File: src/rtl/pipelined_adder_n_bits.sv
// Pipelined NB_BITS add/subtract: one CHUNK-wide slice per stage, carry registered between stages,
// global valid/ready advance. Define ADDER_SAT_EN to add the sat_i port and signed saturation.
module pipelined_adder_n_bits #(
    parameter int NB_BITS   = 32,
    parameter int NB_STAGES = 4
) (
    input  logic               clk_i,
    input  logic               rst_i,
    input  logic               valid_i,
    output logic               ready_o,
    input  logic [NB_BITS-1:0] A_i,
    input  logic [NB_BITS-1:0] B_i,
    input  logic               Cin_i,
    input  logic               sub_i,
`ifdef ADDER_SAT_EN
    input  logic               sat_i,
`endif
    output logic               valid_o,
    input  logic               ready_i,
    output logic [NB_BITS-1:0] S_o,
    output logic               Cout_o,
    output logic               ovf_o,
    output logic               zero_o,
    output logic               neg_o
);

    localparam int CHUNK = NB_BITS / NB_STAGES;
    localparam int MSB   = NB_BITS - 1;
    localparam int LAST  = NB_STAGES - 1;
    localparam int NPIPE = (NB_STAGES > 1) ? NB_STAGES - 1 : 1;

    if ((NB_STAGES < 1) || (NB_STAGES > NB_BITS) || ((NB_BITS % NB_STAGES) != 0)) begin : g_bad_cfg
        $error("pipelined_adder_n_bits: NB_BITS (%0d) must be a multiple of NB_STAGES (%0d)",
               NB_BITS, NB_STAGES);
    end

    // Everything a stage needs: conditioned operands travel with the partial result.
    typedef struct packed {
        logic               v;
        logic [NB_BITS-1:0] a;
        logic [NB_BITS-1:0] b;
        logic [NB_BITS-1:0] s;
        logic               c;
        logic               sat;
    } stage_t;

    stage_t             pipe_q    [NPIPE];
    stage_t             stage_in  [NB_STAGES];
    stage_t             stage_out [NB_STAGES];
    logic [CHUNK:0]     chunk_sum [NB_STAGES];

    logic               adv;
    logic               sat_in;
    logic               a_msb;
    logic               b_msb;
    logic               ovf;
    logic [NB_BITS-1:0] raw_sum;
    logic [NB_BITS-1:0] final_sum;

`ifdef ADDER_SAT_EN
    assign sat_in = sat_i;
`else
    assign sat_in = 1'b0;
`endif

    assign adv     = ~valid_o | ready_i;
    assign ready_o = adv | rst_i;

    // NOTE: every always_comb output gets a default first so no path infers a latch.
    always_comb begin
        for (int k = 0; k < NB_STAGES; k++) begin
            stage_in[k] = '0;
        end
        stage_in[0].v   = valid_i;
        stage_in[0].a   = A_i;
        stage_in[0].b   = sub_i ? ~B_i : B_i;
        stage_in[0].c   = sub_i ^ Cin_i;
        stage_in[0].sat = sat_in;
        for (int k = 1; k < NB_STAGES; k++) begin
            stage_in[k] = pipe_q[k-1];
        end
    end

    always_comb begin
        for (int k = 0; k < NB_STAGES; k++) begin
            chunk_sum[k] = {1'b0, stage_in[k].a[k*CHUNK +: CHUNK]}
                         + {1'b0, stage_in[k].b[k*CHUNK +: CHUNK]}
                         + {{CHUNK{1'b0}}, stage_in[k].c};
            stage_out[k]                     = stage_in[k];
            stage_out[k].s[k*CHUNK +: CHUNK] = chunk_sum[k][CHUNK-1:0];
            stage_out[k].c                   = chunk_sum[k][CHUNK];
        end
    end

    // Flags come from the complete result, seen only in the last stage.
    always_comb begin
        raw_sum   = stage_out[LAST].s;
        a_msb     = stage_in[LAST].a[MSB];
        b_msb     = stage_in[LAST].b[MSB];
        ovf       = (a_msb == b_msb) && (raw_sum[MSB] != a_msb);
        final_sum = raw_sum;
        if (stage_in[LAST].sat && ovf) begin
            final_sum = a_msb ? {1'b1, {MSB{1'b0}}} : {1'b0, {MSB{1'b1}}};
        end
    end

    // NOTE: sequential state uses non-blocking assignments so all stages shift on the same edge.
    always_ff @(posedge clk_i) begin
        if (rst_i) begin
            // NOTE: the stage array is small and cleared explicitly so no stale operand can leak out.
            for (int k = 0; k < NPIPE; k++) begin
                pipe_q[k] <= '0;
            end
            valid_o <= 1'b0;
            S_o     <= '0;
            Cout_o  <= 1'b0;
            ovf_o   <= 1'b0;
            zero_o  <= 1'b0;
            neg_o   <= 1'b0;
        end else if (adv) begin
            for (int k = 0; k < NB_STAGES - 1; k++) begin
                pipe_q[k] <= stage_out[k];
            end
            valid_o <= stage_in[LAST].v;
            S_o     <= final_sum;
            Cout_o  <= stage_out[LAST].c;
            ovf_o   <= ovf;
            zero_o  <= (final_sum == '0);
            neg_o   <= final_sum[MSB];
        end
    end

endmodule

File: config.mk
export PLATFORM = sky130hd
export DESIGN_NAME = pipelined_adder_n_bits
export DESIGN_NICKNAME = d
export VERILOG_FILES = /design/src/rtl/pipelined_adder_n_bits.sv
export SDC_FILE = /design/constraint.sdc
export NUM_CORES = 1
export LEC_CHECK = 0
export ABC_CLOCK_PERIOD_IN_PS = 4800
export CORE_UTILIZATION = 55
export DETAILED_ROUTE_END_ITERATION = 12
export GPL_TIMING_DRIVEN = 0
export MAX_ROUTING_LAYER = met4
export PLACE_DENSITY = 0.8
export SYNTH_ARGS = -nofsm -noshare
export SYNTH_HDL_FRONTEND = slang
export SYNTH_SLANG_ARGS = --single-unit
File: constraint.sdc
create_clock -name clk_i -period 4.8 [get_ports clk_i]
set_input_delay 0.96 -clock clk_i [delete_from_list [all_inputs] [get_ports clk_i]]
set_output_delay 0.96 -clock clk_i [all_outputs]
set_load 0.05 [all_outputs]
# --- Word-level counts from Yosys, hierarchy flattened ---
# Memories as Yosys holds them, arrays and structs flattened.
# Cells that the tools add are included.
word_totals:
  ramBits: 297
  inputBits: 70
  wordCells: 39
  n_memories: 1
  reg_bits: 37
op_classes:
  bitwise_logic: 8
  muxes: 11
  n_reduce_logical: 3
  n_eq_ne: 2
  add_sub_neg: 8
mem_list:
  columns: ["name", "words", "word_bits", "read_ports", "rd_clocked_by_memory_dff", "write_ports", "line", "rtl"]
  rows:
  - ["pipe_q", 3, 99, 3, 0, 3, "47", "stage_t pipe_q [NPIPE];"]
op_table:
  columns: ["op", "count"]
  rows:
  - ["$mux W99", 3]
  - ["$mux W32", 3]
  - ["$add A8 B8 Y9", 4]
  - ["$add A9 B1 Y9", 4]
  - ["$logic_not A32 Y1", 1]
  - ["$not A32 Y32", 1]
  - ["$mux W1", 5]
  - ["$or A1 B1 Y1", 5]
  - ["$logic_and A1 B1 Y1", 2]
  - ["$eq A1 B1 Y1", 1]
  - ["$ne A1 B1 Y1", 1]
  - ["$not A1 Y1", 1]
  - ["$xor A1 B1 Y1", 1]

# --- Depth between registers and ports, before layout ---
# Gate-level depths: netlist of run 1.
# An unclocked memory read counts as a cell.
depth:
  word_depth: 8
  depth_mapped: 11
  ltp_nobuf: 10

# --- Worst setup path before layout of run 1 ---
# No wires, ideal clock.
synth_timing:
  path_kind: "input -> output"
  startpoint: "input port ready_i"
  endpoint: "output port ready_o"
  path_slack_ns: 0.542
  required_time_ns: 3.840
  stages: 4
  arrival_time_ns: 3.298
  cell_sequence: "nand2b_1 nor2_1 clkbuf_1 inv_2"
synth_via:
  elab_chain_len: 2
synth_lines:
  columns: ["item", "line", "rtl"]
  rows:
  - ["start, declared", "19", "input logic ready_i,"]
  - ["$or A1 B1 Y1", "66", "assign adv = ~valid_o | ready_i;"]
  - ["$or A1 B1 Y1", "67", "assign ready_o = adv | rst_i;"]
  - ["end, declared", "10", "output logic ready_o,"]
# Every way passes these cells.

# --- Final worst setup path of run 1 ---
# Same ends and word-level chain as after synthesis.

==> impl_metrics.py, run 1 <==
metrics = {
    "synth": {
        "ys.flop_type": "edfxtp_1",
        "synthXorXnorAreaFrac_pct": 5.27,
        "ys_seq_elements": 186,
        "synth_cell_types": 45,
        "synth.net_count": 721,
        "async_reset_ff_share_pct": 0,
        "synth-edff-count": 150,
        "synthMuxAreaShare_pct": 0.246,
        "synth_top_family_by_area": "simple AND/OR/NAND/NOR gates",
        "yosys_warnings": 0,
        "yosysSeqAreaShare_pct": 64.2,
        "post_synth_and_or_nand_nor_area_fraction_pct": 14.0,
        "synth_fa_ha_area_share_pct": 6.27,
        "syn_area_mm2": 0.00814,
        "synth_compound_area_share_pct": 7.38,
        "synth_cells": 615,
        "syn_area_per_cell_um2": 13.2,
    },
    "routing": {
        "drtPass1Iterations": 7,
        "dr.first_iter.drc_count": 339,
        "post-route-drc-count": 0,
        "viasPerCell": 5.54,
        "drt-total-wl_um": 15700,
        "wl_per_cell_um": 16.8,
        "routed-via-count": 5198,
        "antenna_left": 0,
    },
    "pwr": {
        "ir_drop_uv": 304,
        "switching_share_pct": 22.4,
        "leakagePower_nw": 4.39,
        "p_switching_mw": 0.851,
        "combPwrFrac_pct": 11.6,
        "seqPwrFrac_pct": 50.4,
        "cellInternalPower_mw": 2.95,
        "clock_power_share_pct": 38.0,
        "p_per_area_mw_per_mm2": 377,
    },
    "timing": {
        "finalWorstSetupSlack_ps": 116,
        "fin_skew_ps": 9.34,
        "tightest_slew_ps": 667,
        "rsz0062_at_grt": "false",
        "min_period_ps": 4680,
        "setup_viol": 0,
        "period_share_pct": 97.6,
        "hold_slack_ps": 450,
        "setup_tns_ps": 0,
        "hold_viol": 0,
        "fmax_mhz": 213,
        "slew_headroom_pct": 55.6,
        "slew_violations": 0,
    },
    "global_route": {
        "antenna_found_initial": 0,
        "grt_max_degree": 79,
        "grtUsageTotal_pct": 22.7,
        "grt_pass1_wl_um": 24700,
        "grt-ovfl-total": 0,
        "grt_pass1_vias": 5025,
    },
    "floorplan": {
        "die_h_um": 124,
        "rows": 44,
        "die_w_um": 124,
        "core-area_mm2": 0.0145,
        "dieArea_mm2": 0.0153,
        "initial_core_util_pct": 56.2,
        "io-pin-count": 108,
    },
    "place": {
        "portBuffers": 106,
        "pre_cts_slack_ps": -148,
        "dp_hpwl_um": 11500,
        "gp_congestion": 0.847,
    },
    "clock_network": {
        "cts_htree_levels": 4,
        "path_clk_slew_ps": 70,
        "cts_buffer_depth": 2,
        "numClockSinks": 186,
        "cts-root-buf": "clkbuf_16",
        "clk_latency_ps": 430,
        "numCtsBuffers": 17,
        "tritoncts": "done",
    },
    "final_layout": {
        "drive_gt1_share_pct": 5.97,
        "n_antenna_cell": 0,
        "fin_nets": 847,
        "final_util_pct": 69.7,
        "mostFrequentLayoutCells": "edfxtp_1, and3_1, clkdlybuf4s50_1, nor2_1, dfxtp_1",
        "area_growth_syn_to_layout_pct": 24.0,
        "final_common_cell": "edfxtp_1",
    },
    "worst_setup_path": {
        "crit_type": "in2out",
        "worstSetupEndpointType": "output pin",
        "crit_fanout": 74,
        "critPathRequiredTime_ps": 3840,
        "start_kind": "input port",
        "crit_arrival_ps": 3720,
    },
    "run": {
        "drv_cap": 0,
    },
    "worst_hold_path": {
        "worstHoldPathType": "reg2reg",
    },
    "run_status": {
        "status": "completed",
    },
}
[cell type report]
class	count	area, um2
plain buffers	39	158
clock buffers	22	484
clock inverters	10	139
fillers	976	4390
inverters	16	65.1
multi-input cells	374	2700
flip-flops and latches	186	5230
well taps	184	230
repair buffers	107	1090
[critical path, stage by stage]
cell and delay, ps:
clkdlybuf4s50_1 450, nand2b_1 370, nor2_2 190, clkbuf_2 270
inv_6 510, clkdlybuf4s50_1 930
[power groups by stage]
stage | clock network (mW) | logic (mW) | registers, mW
CTS | 1.46 | 0.443 | 1.92
global placement | 0 | 0.426 | 1.94
detailed placement | 0 | 0.439 | 1.95
finish | 1.45 | 0.442 | 1.92
global route | 1.53 | 0.483 | 1.93
floorplan | 0 | 0.236 | 1.98
[routing by layer]
layer / vias up / global-route usage (%) / part of all wire (%)
met4: 0 / 8.66 / 2.2
met2: 192 / 37.9 / 50
met3: 31 / 5.95 / 5.4
li1: 2520 / - / -
met5: - / - / 0
met1: 2455 / 26.4 / 42
[registers in the layout (all words and copies together) (netlist names)]
| signal | cells |
|---|---|
| Cout_o | 1 |
| valid_o | 1 |
| S_o | 32 |
| zero_o | 1 |
| pipe_q | 150 |
| ovf_o | 1 |
[metrics by stage]
step                      power (mW)  instances  cell area, um2
final                           3.81        938           10100
after CTS                       3.82        938           10100
after global routing            3.94        938           10100
after detailed placement        2.39        906            9460
after global placement          2.37        905            9430
after floorplan                 2.22        615            8140
[kinds of logic after synthesis]
| logic type | count (synthesis) |
|---|---|
| mux | 2 |
| fa+ha+maj | 36 |
| compound gates | 81 |
| simple gates | 206 |
| xor+xnor | 49 |
| flops | 186 |
| buf+inv | 55 |
[path summary, 6_finish.rpt]
check	from	end	slack, ps	depth (start not counted)
max	ready_i	ready_o	120	6
min	pipe_q[0][296]	valid_o	450	1
max reg2reg	pipe_q[0][199]	zero_o	2180	9
min reg2reg	pipe_q[0][296]	valid_o	450	1
[timing repair]
item	in CTS	in global routing
endpoints found under the hold margin	0	0
endpoints found under the setup margin	1	1
gates resized for setup	1	2
hold buffers	0	0
setup buffers	0	0
[cell usage after synthesis (2+ instances only)]
master	n	area (um2)
ha_1	28	350
xnor2_1	33	289
and3_1	106	663
nor2_1	46	173
nand3_1	2	10.0
nand2b_1	3	18.8
o21ai_1	13	65.1
a21oi_1	11	55.1
nor4_1	4	25.0
xor2_1	16	140
buf_2	5	25.0
nand2_1	16	60.1
inv_1	12	45.0
clkbuf_1	32	120
dfxtp_1	36	721
inv_2	4	15.0
a21o_1	10	75.1
o21a_1	3	22.5
or4_1	2	15.0
o21ai_0	4	20.0
nand4_1	2	12.5
nor2b_1	6	37.5
a311oi_1	2	17.5
a31oi_1	2	12.5
fa_1	8	160
and2_1	3	18.8
a22o_1	29	254
mux2i_1	2	20.0
or3_1	5	31.3
edfxtp_1	150	4500
nor3_1	6	30.0
Power figures use the tool's default switching activity.
==> inputs of run 2 (changes only) <==
--- a/config.mk
+++ b/config.mk
@@ -8,7 +8,6 @@
 export ABC_CLOCK_PERIOD_IN_PS = 4800
 export CORE_UTILIZATION = 55
 export DETAILED_ROUTE_END_ITERATION = 12
-export GPL_TIMING_DRIVEN = 0
 export MAX_ROUTING_LAYER = met4
 export PLACE_DENSITY = 0.8
 export SYNTH_ARGS = -nofsm -noshare
==> impl_metrics.py, run 2 (synthesis gave the netlist of run 1 again) <==
metrics = {
    "timing": {
        "period_share_pct": 73.4,
        "slew_violations": 0,
        "rsz0062_at_grt": "false",
        "slew_headroom_pct": 39.8,
        "fin_skew_ps": 7.80,
        "min_period_ps": 3520,
        "fmax_mhz": 284,
        "setup_viol": 0,
        "tightest_slew_ps": 904,
        "hold_viol": 0,
        "setup_tns_ps": 0,
    },
    "final_layout": {
        "drive_gt1_share_pct": 6.64,
        "multi_input_area_mm2": 0.00270,
        "largest_reg_flops": 150,
        "top_register": "pipe_q",
        "fillers": 987,
        "final_common_cell": "edfxtp_1",
        "fin_cells": 907,
        "fin_nets": 816,
        "mostFrequentLayoutCells": "edfxtp_1, and3_1, clkdlybuf4s50_1, nor2_1, dfxtp_1",
        "regArea_mm2": 0.00523,
        "area_growth_syn_to_layout_pct": 22.0,
        "n_antenna_cell": 0,
        "top_regs": "pipe_q: 150 flops, S_o: 32 flops",
    },
    "worst_setup_path": {
        "crit_fanout": 2,
        "crit_arrival_ps": 3700,
        "crit_top_cell": "fa_1",
        "path_cells": "clkdlybuf4s50_1 > xor2_1 > fa_1 > fa_1 > a21o_1 > a21oi_1 > nor2b_1 > o21a_1 > or3_1 > and3_1",
        "crit_type": "in2reg",
        "critPathRequiredTime_ps": 4980,
        "cpMaxStageDelayCell": "clkdlybuf4s50_1",
        "reg2reg_slack_ps": 2090,
        "rr_endpoint": "zero_o",
        "start_kind": "input port",
        "worstSetupEndpointType": "flip-flop",
        "startpoint": "Cin_i",
        "crit-reg2reg-launch": "pipe_q[0][199]",
        "r2r.worst_path.cells": 9,
        "setup.worst_path.end": "pipe_q[0][8]",
        "slowest_delay_ps": 460,
    },
    "run_status": {
        "status": "completed",
    },
    "floorplan": {
        "io-pin-count": 108,
        "dieArea_mm2": 0.0153,
        "initial_core_util_pct": 56.2,
        "rows": 44,
        "core-area_mm2": 0.0145,
        "die_h_um": 124,
        "die_w_um": 124,
    },
    "place": {
        "gp_congestion": 0.797,
        "dp_cells": 875,
        "portBuffers": 107,
        "dp_hpwl_um": 9510,
    },
    "clock_network": {
        "numCtsBuffers": 17,
        "post_cts_resize_count": 0,
        "cts-root-buf": "clkbuf_16",
        "cts_htree_levels": 4,
        "cts_buffer_depth": 2,
        "path_clk_slew_ps": 70,
        "postCtsHoldBufs": 0,
        "numClockSinks": 186,
        "postCtsSetupBuffers": 0,
        "clk_latency_ps": 420,
        "tritoncts": "done",
    },
    "pwr": {
        "p_per_area_mw_per_mm2": 369,
        "seqPwrFrac_pct": 52.2,
        "switching_share_pct": 22.7,
        "clock_power_share_pct": 35.9,
        "cellInternalPower_mw": 2.83,
        "leakagePower_nw": 4.33,
        "ir_drop_uv": 297,
        "combPwrFrac_pct": 11.8,
        "p_switching_mw": 0.831,
    },
    "run": {
        "drv_cap": 0,
    },
    "routing": {
        "wl_per_cell_um": 15.5,
        "viasPerCell": 5.42,
        "dr.first_iter.drc_count": 433,
        "drt-total-wl_um": 14100,
        "drtPass1Iterations": 5,
        "post-route-drc-count": 0,
        "antenna_left": 0,
        "routed-via-count": 4916,
    },
    "global_route": {
        "grt-ovfl-total": 0,
        "grt_pass1_wl_um": 22300,
        "grt_max_degree": 106,
        "grtUsageTotal_pct": 20.1,
        "antenna_found_initial": 0,
        "grt_pass1_vias": 4634,
    },
    "worst_hold_path": {
        "worstHoldPathType": "reg2reg",
    },
}
[run 2: area by class of cell]
| type | count | area share (%) |
|---|---|---|
| Timing Repair Buffer | 115 | 11.4 |
| Clock inverter | 9 | 0.920 |
| Multi-Input combinational cell | 374 | 27.2 |
| Inverter | 16 | 0.655 |
| Clock buffer | 23 | 4.81 |
| Sequential cell | 186 | 52.6 |
| Tap cell | 184 | 2.32 |
[run 2: how the worst min path moves through the flow]
| stage | from | end | cells after the start |
|---|---|---|---|
| 2_1_floorplan | pipe_q[0][296] | valid_o | 1 |
| 3_3_place_gp | pipe_q[0][296] | valid_o | 1 |
| 3_5_place_dp | pipe_q[0][296] | valid_o | 1 |
| 4_1_cts | Cout_o | Cout_o | 2 |
| 5_1_grt | Cout_o | Cout_o | 2 |
| 6_report | Cout_o | Cout_o | 2 |
[run 2: through the flow]
stage / setup slack, ps / power, mW / area (um2) / hold slack [ps] / utilization (%)
finish: 1280 / 3.67 / 9930 / 453 / 68.6
global route: 1210 / 3.79 / 9930 / 485 / 68.6
CTS: 1270 / 3.69 / 9930 / 464 / 68.6
detailed placement: 936 / 2.38 / 9360 / 444 / 64.6
global placement: 1120 / 2.36 / 9360 / 430 / 64.6
floorplan: 542 / 2.22 / 8140 / 420 / -
[run 2: critical path, delay by kind of cell]
family | cells | cell delay (ps)
xor+xnor | 1 | 200
compound gates | 3 | 640
buf+inv | 1 | 460
simple gates | 3 | 540
fa+ha+maj | 2 | 890
[run 2: power by group through the flow]
stage          Combinational, mW  Clock, mW  Sequential (mW)
2_1_floorplan              0.236          0             1.98
3_3_place_gp               0.416          0             1.94
3_5_place_dp               0.431          0             1.95
4_1_cts                    0.436       1.34             1.91
5_1_grt                    0.474       1.39             1.93
6_report                   0.433       1.32             1.91
[run 2: per-layer routing]
| layer | GRT usage, % | share of wire, % |
|---|---|---|
| met1 | 25.5 | 44 |
| met2 | 32.2 | 49 |
| met3 | 3.75 | 4.4 |
| met4 | 8.06 | 2.2 |
| met5 | - | 0 |
